==> src/rtl/key_cmd_decoder.sv <==
// rtl/key_cmd_decoder.sv - PS/2 scan-code window to one-cycle LifeGame command decoder
//
// Waits for the receiver's xkey window to stop changing and then decodes it
// as a make or break code. It emits one-cycle game commands and generates
// auto-repeat for a held direction key.
//
// Ports:
//   clk_25mhz  in   1   system clock
//   clr        in   1   asynchronous active-high reset
//   xkey       in  16   {previous byte, latest byte}, asynchronous to clk_25mhz
//   cmd_valid  out  1   one-cycle pulse, cmd is valid
//   cmd        out  3   1 up, 2 down, 3 left, 4 right, 5 toggle, 6 run/pause, 7 clear
//   key_held   out  1   high while a direction key is held
module key_cmd_decoder #(
    parameter int STABLE_CYC = 4000,
    parameter int REPEAT_DLY = 12500000,
    parameter int REPEAT_PER = 2500000
) (
    input  logic        clk_25mhz,
    input  logic        clr,
    input  logic [15:0] xkey,
    output logic        cmd_valid,
    output logic [2:0]  cmd,
    output logic        key_held
);

    localparam logic [12:0] STAB_MAX   = 13'(STABLE_CYC);
    localparam logic [12:0] STAB_LAST  = 13'(STABLE_CYC - 1);
    localparam logic [23:0] REP_DLY_LD = 24'(REPEAT_DLY - 1);
    localparam logic [23:0] REP_PER_LD = 24'(REPEAT_PER - 1);

    typedef enum logic {IDLE, HELD} state_t;

    state_t      state;
    logic [15:0] x_s1, xs, xs_prev, last_acc;
    logic [12:0] stab_cnt;
    logic [23:0] rep_cnt;
    logic [2:0]  dir;

    logic        accept;
    logic [7:0]  hi, lo;
    logic        is_prefix, is_break;
    logic [2:0]  key_code, make_code, brk_code;

    function automatic logic [2:0] map_key(input logic [7:0] code);
        case (code)
            8'h1D, 8'h75: map_key = 3'd1;
            8'h1B, 8'h72: map_key = 3'd2;
            8'h1C, 8'h6B: map_key = 3'd3;
            8'h23, 8'h74: map_key = 3'd4;
            8'h29:        map_key = 3'd5;
            8'h5A:        map_key = 3'd6;
            8'h2D:        map_key = 3'd7;
            default:      map_key = 3'd0;
        endcase
    endfunction

    function automatic logic is_dir(input logic [2:0] code);
        is_dir = (code != 3'd0) && (code <= 3'd4);
    endfunction

    // A window counts as a completed frame once it has been stable long
    // enough. Comparing against last_acc stops a held window from re-firing.
    always_comb begin
        accept    = (stab_cnt == STAB_LAST) && (xs == xs_prev) && (xs != last_acc);
        hi        = xs[15:8];
        lo        = xs[7:0];
        is_prefix = (lo == 8'hF0) || (lo == 8'hE0);
        is_break  = (hi == 8'hF0);
        key_code  = map_key(lo);
        make_code = (accept && !is_prefix && !is_break) ? key_code : 3'd0;
        brk_code  = (accept && !is_prefix &&  is_break) ? key_code : 3'd0;
    end

    always_ff @(posedge clk_25mhz or posedge clr) begin
        if (clr) begin
            x_s1     <= 16'h0000;
            xs       <= 16'h0000;
            xs_prev  <= 16'h0000;
            stab_cnt <= 13'd0;
            last_acc <= 16'h0000;
        end else begin
            x_s1    <= xkey;
            xs      <= x_s1;
            xs_prev <= xs;
            if (xs != xs_prev)
                stab_cnt <= 13'd0;
            else if (stab_cnt != STAB_MAX)
                stab_cnt <= stab_cnt + 13'd1;
            if (accept)
                last_acc <= xs;
        end
    end

    always_ff @(posedge clk_25mhz or posedge clr) begin
        if (clr) begin
            state     <= IDLE;
            cmd_valid <= 1'b0;
            cmd       <= 3'd0;
            key_held  <= 1'b0;
            dir       <= 3'd0;
            rep_cnt   <= 24'd0;
        end else begin
            cmd_valid <= 1'b0;
            cmd       <= 3'd0;
            case (state)
                IDLE: begin
                    if (make_code != 3'd0) begin
                        cmd_valid <= 1'b1;
                        cmd       <= make_code;
                        if (is_dir(make_code)) begin
                            dir      <= make_code;
                            rep_cnt  <= REP_DLY_LD;
                            state    <= HELD;
                            key_held <= 1'b1;
                        end
                    end
                end
                HELD: begin
                    if (accept) begin
                        // Any accept pre-empts a repeat that is due this cycle.
                        rep_cnt <= (rep_cnt == 24'd0) ? REP_PER_LD : rep_cnt - 24'd1;
                        if (brk_code != 3'd0 && brk_code == dir) begin
                            state    <= IDLE;
                            key_held <= 1'b0;
                        end else if (make_code != 3'd0 && make_code != dir) begin
                            cmd_valid <= 1'b1;
                            cmd       <= make_code;
                            if (is_dir(make_code)) begin
                                dir     <= make_code;
                                rep_cnt <= REP_DLY_LD;
                            end
                        end
                    end else if (rep_cnt == 24'd0) begin
                        cmd_valid <= 1'b1;
                        cmd       <= dir;
                        rep_cnt   <= REP_PER_LD;
                    end else begin
                        rep_cnt <= rep_cnt - 24'd1;
                    end
                end
                default: state <= IDLE;
            endcase
        end
    end

endmodule

==> config.mk <==
export PLATFORM = sky130hd
export DESIGN_NAME = key_cmd_decoder
export DESIGN_NICKNAME = d
export VERILOG_FILES = /design/src/rtl/key_cmd_decoder.sv
export SDC_FILE = /design/constraint.sdc
export NUM_CORES = 1
export LEC_CHECK = 0
export CAP_MARGIN = 0
export CORE_ASPECT_RATIO = 1.5
export CORE_MARGIN = 2
export CORE_UTILIZATION = 65
export DETAILED_ROUTE_END_ITERATION = 6
export PLACE_DENSITY = 0.85
export SLEW_MARGIN = 20
export SYNTH_ARGS = -nofsm -noshare
export SYNTH_HDL_FRONTEND = slang
export SYNTH_SLANG_ARGS = --single-unit
==> constraint.sdc <==
create_clock -name clk_25mhz -period 11.3 [get_ports clk_25mhz]
set_input_delay 2.26 -clock clk_25mhz [delete_from_list [all_inputs] [get_ports clk_25mhz]]
set_output_delay 2.26 -clock clk_25mhz [all_outputs]
set_load 0.05 [all_outputs]
==> flow_metrics.py, run 1 <==
metrics = {
    "outcome": {
        "outcome": "complete, no violations",
    },
    "clock_network": {
        "cts_tree": "done",
        "clkLatencyLatePin_ns": 0.35,
        "cts_repair_resize_count": 0,
        "cts_hold_buffers": 0,
        "numCtsBuffers": 9,
        "cts_setup_buffers": 0,
        "clk_pin_slew_worst_paths_ns": 0.07,
        "clk_path_buf_depth": 2,
        "cts.sink_count": 110,
        "clock_root_buffer": "sky130_fd_sc_hd__clkbuf_16",
        "cts-htree-levels": 3,
    },
    "synth": {
        "synth_cell_type_count": 71,
        "synth_top_flop_cell": "sky130_fd_sc_hd__dfrtp_1",
        "synthArstFlopShare_pct": 100,
        "synth_enable_flop_cells": 0,
        "synthesis.yosys.warnings": 0,
        "ys_ff_latch": 110,
        "synth_area_um2": 5220,
        "sequential_to_total_area_share_from_yosys_stat_pct": 52.7,
        "syn_nets": 525,
        "synthesis.area_per_instance_um2": 10.4,
        "post_synth_inst_count": 503,
    },
    "timing": {
        "unrepaired_setup_endpoints_after_global_routing": "no",
        "timing.final.max_slew_violations": 0,
        "timing.slew.headroom_pct": 43.4,
        "final.period_utilization_pct": 42.6,
        "tns_ns": 0,
        "setup_violations": 0,
        "worst-slew-pin-transition_ns": 0.850,
        "timing.clock.skew_ns": 0.00859,
        "timing_hold_violations_final": 0,
        "period_needed_ns": 4.82,
        "hold_ws_ns": 0.351,
        "maxClockFrequency_mhz": 208,
    },
    "drt": {
        "postRouteWirelength_um": 11300,
        "wire_per_inst_um": 18.0,
        "drt_first_iter_violations": 256,
        "viasPerCell": 6.21,
        "detailroute.via_count": 3889,
        "postRouteAntennaNets": 0,
        "drc": 0,
        "firstDrtPassIters": 5,
    },
    "finish": {
        "area_growth_syn_to_layout_pct": 10.7,
        "layout-drive-gt1-share_pct": 7.49,
        "nets": 538,
        "antenna-diode-count": 0,
        "fillCellCount": 590,
    },
    "power": {
        "comb_power_share_pct": 3.3,
        "power_report.internal_total_mw": 0.611,
        "switching_power_mw": 0.171,
        "power.switching_fraction_pct": 21.8,
        "power_frac_seq_pct": 52.8,
        "irDropWorstVdd_v": 0.000112,
        "power_density_nw_per_um2": 135,
        "leakage_nw": 2.64,
        "clock_power_share_pct": 44.0,
    },
    "job": {
        "maxCapViolations": 0,
    },
    "die": {
        "pin_count": 23,
        "fp.dieH_um": 114,
        "placement_rows": 40,
        "overall_die_area_um2": 8780,
        "core_um2": 7910,
        "die_w_um": 77.2,
        "initial_core_util_pct": 66.0,
    },
    "setup_path": {
        "critical_path_peak_fanout": 19,
        "r2r_slack_ns": 6.48,
        "timing.critical_path.arrival_ns": 5.05,
        "rr_startpoint": "xs[6]",
        "timing.rr.end": "dir[1]",
        "critPathLaunchType": "register",
        "ff2ff_path_depth": 13,
        "cp-end-kind": "register",
        "timing.setup.critical_path_class": "register to register",
        "timing.critical_path.required_ns": 11.53,
    },
    "placement": {
        "finalWeightedCongestion": 0.875,
        "hpwlAfterDp_um": 7710,
        "port-buffer-count": 22,
    },
    "global_route": {
        "antenna_found_initial": 0,
        "grtUsageTotal_pct": 27.7,
        "gr-total-overflow": 0,
        "grt_pass1_vias": 3954,
        "grt_max_degree": 73,
        "grt_first_pass_wirelength_um": 19100,
    },
    "min_path": {
        "hold_path_end": "xs[6]",
        "hold_start": "x_s1[6]",
        "hold_crit_depth": 0,
        "type_of_the_most_critical_hold_path": "register to register",
    },
}
how the worst max path moves through the flow:
stage / slack [ns] / from / depth (start not counted) / end
detailed placement: 6.55 / xs[6] / 13 / dir[0]
CTS: 6.50 / xs[6] / 13 / dir[1]
finish: 6.48 / xs[6] / 13 / dir[1]
global route: 6.07 / xs[5] / 13 / dir[2]
floorplan: 6.14 / clr / 1 / cmd[0]
global placement: 6.74 / xs[6] / 13 / dir[1]
layer usage:
layer	track usage, %	vias up	share of wire (%)
li1	-	1803	-
met3	3.09	33	3.6
met1	31.6	1927	37
met5	0	-	0
met2	51.1	126	56
met4	14.0	0	3.2
cell families after synthesis:
| group | synth area share, % |
|---|---|
| flip-flops | 52.7 |
| multiplexers | 0.863 |
| AO/OA/AOI/OAI | 11.6 |
| XOR/XNOR | 7.89 |
| adder cells (fa/ha/maj) | 0.959 |
| AND/OR/NAND/NOR | 22.7 |
| buffers and inverters | 3.33 |
flip-flops by register name (all words and copies together), names as in the netlist, 3 cells and up:
register and flops:
last_acc 16, dir 3, xs 16, cmd 3, x_s1 16, xs_prev 16, rep_cnt 24, stab_cnt 13
power by group through the flow:
stage	combinational [mW]	clock [mW]	sequential (mW)
6_report	0.0256	0.344	0.413
5_1_grt	0.0289	0.362	0.414
4_1_cts	0.0262	0.348	0.413
3_5_place_dp	0.0258	0	0.420
3_3_place_gp	0.0253	0	0.419
2_1_floorplan	0.0207	0	0.414
stage by stage:
| step | setup WS, ns | utilization, % | cell area [µm²] | cells | total power [mW] |
|---|---|---|---|---|---|
| after global placement | 6.74 | 68.9 | 5450 | 610 | 0.445 |
| after floorplan | 6.14 | - | 5220 | 503 | 0.435 |
| after detailed placement | 6.55 | 68.9 | 5450 | 610 | 0.446 |
| after global routing | 6.07 | 73.1 | 5780 | 626 | 0.805 |
| final | 6.48 | 73.1 | 5780 | 626 | 0.782 |
| after CTS | 6.50 | 73.1 | 5780 | 626 | 0.787 |
cells in the final DEF, fill, tap and decap left out, types with 4 or more instances in the layout:
master and n:
sky130_fd_sc_hd__a22oi_1 4, sky130_fd_sc_hd__o31ai_1 5, sky130_fd_sc_hd__and3_1 6, sky130_fd_sc_hd__a22o_1 5, sky130_fd_sc_hd__dfrtp_1 110, sky130_fd_sc_hd__xor2_1 42
sky130_fd_sc_hd__clkbuf_16 9, sky130_fd_sc_hd__ha_1 4, sky130_fd_sc_hd__nor4_1 11, sky130_fd_sc_hd__nor4b_1 5, sky130_fd_sc_hd__xnor2_1 5, sky130_fd_sc_hd__a21oi_1 10
sky130_fd_sc_hd__o21ai_0 16, sky130_fd_sc_hd__nor2_1 40, sky130_fd_sc_hd__or3_1 5, sky130_fd_sc_hd__mux2_2 4, sky130_fd_sc_hd__nand3_1 16, sky130_fd_sc_hd__inv_1 9
sky130_fd_sc_hd__nand4_1 6, sky130_fd_sc_hd__nand2_1 78, sky130_fd_sc_hd__a211oi_1 5, sky130_fd_sc_hd__o22a_1 4, sky130_fd_sc_hd__a32o_1 4, sky130_fd_sc_hd__clkdlybuf4s50_1 22
sky130_fd_sc_hd__nor3_1 20, sky130_fd_sc_hd__o21a_1 5
worst max-delay path, stage by stage (launching register included):
cell                       delay [ns]
sky130_fd_sc_hd__dfrtp_1         0.54
sky130_fd_sc_hd__xor2_1          0.23
sky130_fd_sc_hd__nor4_1          0.29
sky130_fd_sc_hd__nand4_1         0.54
sky130_fd_sc_hd__nand4b_2        0.79
sky130_fd_sc_hd__nor2_1          0.35
sky130_fd_sc_hd__and2_1          0.20
sky130_fd_sc_hd__inv_1           0.05
sky130_fd_sc_hd__ha_1            0.22
sky130_fd_sc_hd__nand2b_1        0.27
sky130_fd_sc_hd__nor3_2          0.33
sky130_fd_sc_hd__nand2_2         0.26
sky130_fd_sc_hd__o21ai_2         0.24
sky130_fd_sc_hd__mux2_2          0.38
synthesized netlist by cell type, drive strengths merged, types with 5 or more instances:
| master | number | area share [%] |
|---|---|---|
| nor4 | 12 | 1.6 |
| a22o | 5 | 0.84 |
| and3 | 6 | 0.72 |
| nand4 | 6 | 0.72 |
| nand2 | 79 | 5.7 |
| nor2 | 40 | 2.9 |
| o31ai | 5 | 0.72 |
| inv | 10 | 0.72 |
| buf | 15 | 2.0 |
| nor3 | 21 | 2.1 |
| o21ai | 17 | 1.7 |
| a211oi | 5 | 0.72 |
| or3 | 5 | 0.60 |
| o21a | 5 | 0.72 |
| a21oi | 11 | 1.1 |
| nor4b | 6 | 1.1 |
| nand3 | 16 | 1.5 |
| clkbuf | 6 | 0.43 |
| xnor2 | 5 | 0.84 |
| dfrtp | 110 | 53 |
| xor2 | 42 | 7.0 |
layout make-up:
class | instances | area (µm²) | share of cell area [%]
timing repair buffer | 23 | 228 | 3.94
sequential | 110 | 2750 | 47.6
tap | 105 | 131 | 2.27
clock inverter | 7 | 103 | 1.78
clock buffer | 9 | 225 | 3.90
inverter | 12 | 47.5 | 0.823
multi-input combinational | 360 | 2290 | 39.7
No activity file was read; power rests on OpenSTA's default activity.
==> inputs of run 2 (changes only) <==
- CORE_UTILIZATION: 65 -> 60
- PLACE_DENSITY: 0.85 -> 0.79
- clock period: 11.3 -> 4.76 ns (I/O delays scaled with it)
==> run 2 against run 1 <==
  * Core utilization decreased by 4.3 points
  * Routed wire length decreased by 6.7%
  * Count of clock-buffer cells in the layout rose by 1
  * Cell count is 0.96% higher
  * Flip-flop and latch count did not move
  * Power rose by 130%
  * Sequential share of layout area is essentially flat
  * Design area hardly changed
  * Global-route usage fell by 4.1 points
  * Sequential power rose by 140%
  * First-iteration DRC count is 19% higher
  * Clock skew about the same
==> flow_metrics.py, run 2 (synthesis results as in run 1) <==
metrics = {
    "setup_path": {
        "cp-end-kind": "register",
        "critPathLaunchType": "register",
        "timing.critical_path.arrival_ns": 4.21,
        "critical_path.cell_chain": "xor2_1 -> nor4_1 -> nand4_1 -> buf_4 -> nand4b_2 -> nor2_1 -> and2_1 -> inv_1 -> ha_1 -> nand2b_1 -> nor3_2 -> nand2_2 -> o21ai_2 -> mux2_2",
        "critical_path_peak_fanout": 16,
        "cp_slowest_cell": "sky130_fd_sc_hd__dfrtp_1",
        "timing.critical_path.required_ns": 4.99,
        "cp_slowest_stage_delay_ns": 0.53,
        "critPathBufInv": 2,
        "path_delay_family": "simple AND/OR/NAND/NOR gates",
        "timing.setup.critical_path_class": "register to register",
    },
    "die": {
        "core_um2": 8410,
        "pin_count": 23,
        "fp.dieH_um": 118,
        "placement_rows": 41,
        "overall_die_area_um2": 9480,
        "initial_core_util_pct": 62.0,
        "die_w_um": 80.2,
    },
    "drt": {
        "postRouteWirelength_um": 10500,
        "drc": 0,
        "drt_first_iter_violations": 304,
        "postRouteAntennaNets": 0,
        "viasPerCell": 6.10,
        "detailroute.via_count": 3856,
        "firstDrtPassIters": 5,
        "wire_per_inst_um": 16.7,
    },
    "clock_network": {
        "cts-htree-levels": 3,
        "clk_path_buf_depth": 2,
        "cts_setup_buffers": 0,
        "cts_hold_buffers": 0,
        "clkLatencyLatePin_ns": 0.35,
        "clk_pin_slew_worst_paths_ns": 0.07,
        "cts_tree": "done",
        "cts.sink_count": 110,
        "numCtsBuffers": 9,
        "clock_root_buffer": "sky130_fd_sc_hd__clkbuf_16",
        "cts_repair_resize_count": 0,
    },
    "placement": {
        "port-buffer-count": 22,
        "finalWeightedCongestion": 0.907,
        "inst_count_dp": 616,
        "hpwlAfterDp_um": 7140,
    },
    "global_route": {
        "grt_pass1_vias": 3827,
        "grtUsageTotal_pct": 23.7,
        "gr-total-overflow": 0,
        "grt_first_pass_wirelength_um": 17700,
        "grt_max_degree": 66,
        "antenna_found_initial": 0,
    },
    "timing": {
        "timing_hold_violations_final": 0,
        "unrepaired_setup_endpoints_after_global_routing": "no",
        "timing.slew.headroom_pct": 47.1,
        "timing.final.max_slew_violations": 0,
        "timing.clock.skew_ns": 0.00876,
        "hold_ws_ns": 0.352,
        "worst-slew-pin-transition_ns": 0.793,
        "setup_violations": 0,
        "period_needed_ns": 3.97,
        "maxClockFrequency_mhz": 252,
        "final.period_utilization_pct": 83.4,
        "tns_ns": 0,
    },
    "outcome": {
        "outcome": "complete, no violations",
    },
    "power": {
        "totalPowerFinal_mw": 1.79,
        "power_density_nw_per_um2": 309,
        "leakage_nw": 2.64,
        "irDropWorstVdd_v": 0.000279,
    },
    "finish": {
        "mostFrequentLayoutCells": "sky130_fd_sc_hd__dfrtp_1 (110), sky130_fd_sc_hd__nand2_1 (78), sky130_fd_sc_hd__xor2_1 (42), sky130_fd_sc_hd__nor2_1 (40), sky130_fd_sc_hd__clkdlybuf4s50_1 (22)",
        "multi_input_area_um2": 2290,
        "top_register": "rep_cnt",
        "postLayoutCoreUtil_pct": 68.8,
        "finalNonFillerCells": 632,
        "nets": 542,
        "layout-drive-gt1-share_pct": 8.19,
        "fillCellCount": 631,
        "layout.cells.most_common": "sky130_fd_sc_hd__dfrtp_1",
        "largest_reg_flops": 24,
        "area_growth_syn_to_layout_pct": 10.8,
        "register_area_um2": 2750,
        "antenna-diode-count": 0,
    },
    "job": {
        "maxCapViolations": 0,
    },
    "min_path": {
        "type_of_the_most_critical_hold_path": "register to register",
    },
}
[run 2: report_power, final]
group,leakage [nW],switching (mW),internal (mW)
clock,0.145,0.365,0.384
sequential,1.43,0.0239,0.954
combinational,1.07,0.0323,0.0291
total,2.64,0.421,1.37
[run 2: stage by stage]
step / instance area, µm² / setup WS [ns]
after floorplan: 5220 / 0.906
after global placement: 5480 / 1.02
after detailed placement: 5480 / 0.842
after CTS: 5780 / 0.795
after global routing: 5780 / 0.505
final: 5780 / 0.789
[run 2: cell type report]
class                           instances  area share, %
Sequential cell                       110           47.6
Inverter                               12          0.822
Clock buffer                           10           4.13
Multi-Input combinational cell        360           39.6
Clock inverter                          6           1.06
Timing Repair Buffer                   27           4.46
Tap cell                              107           2.31
[run 2: worst paths after layout]
check                           cells past startpoint         end  startpoint  slack, ns
max in group asynchronous                           3  xs_prev[5]         clr       2.85
worst min register to register                      0       xs[7]     x_s1[7]       0.35
worst max-delay path                               14      dir[1]       xs[5]       0.79
worst min-delay path                                0       xs[7]     x_s1[7]       0.35
min in group asynchronous                           2     x_s1[4]         clr       1.10
worst max register to register                     14      dir[1]       xs[5]       0.79
[run 2: metal layers]
metal | GRT usage (%) | vias to the layer above | routed length, µm | part of all wire, %
met5 | 0 | - | 0 | 0
met1 | 29.7 | 1891 | 4440 | 42
met3 | 4.96 | 21 | 447 | 4.2
met4 | 10.8 | 0 | 293 | 2.8
li1 | - | 1824 | - | -
met2 | 38.9 | 120 | 5360 | 51
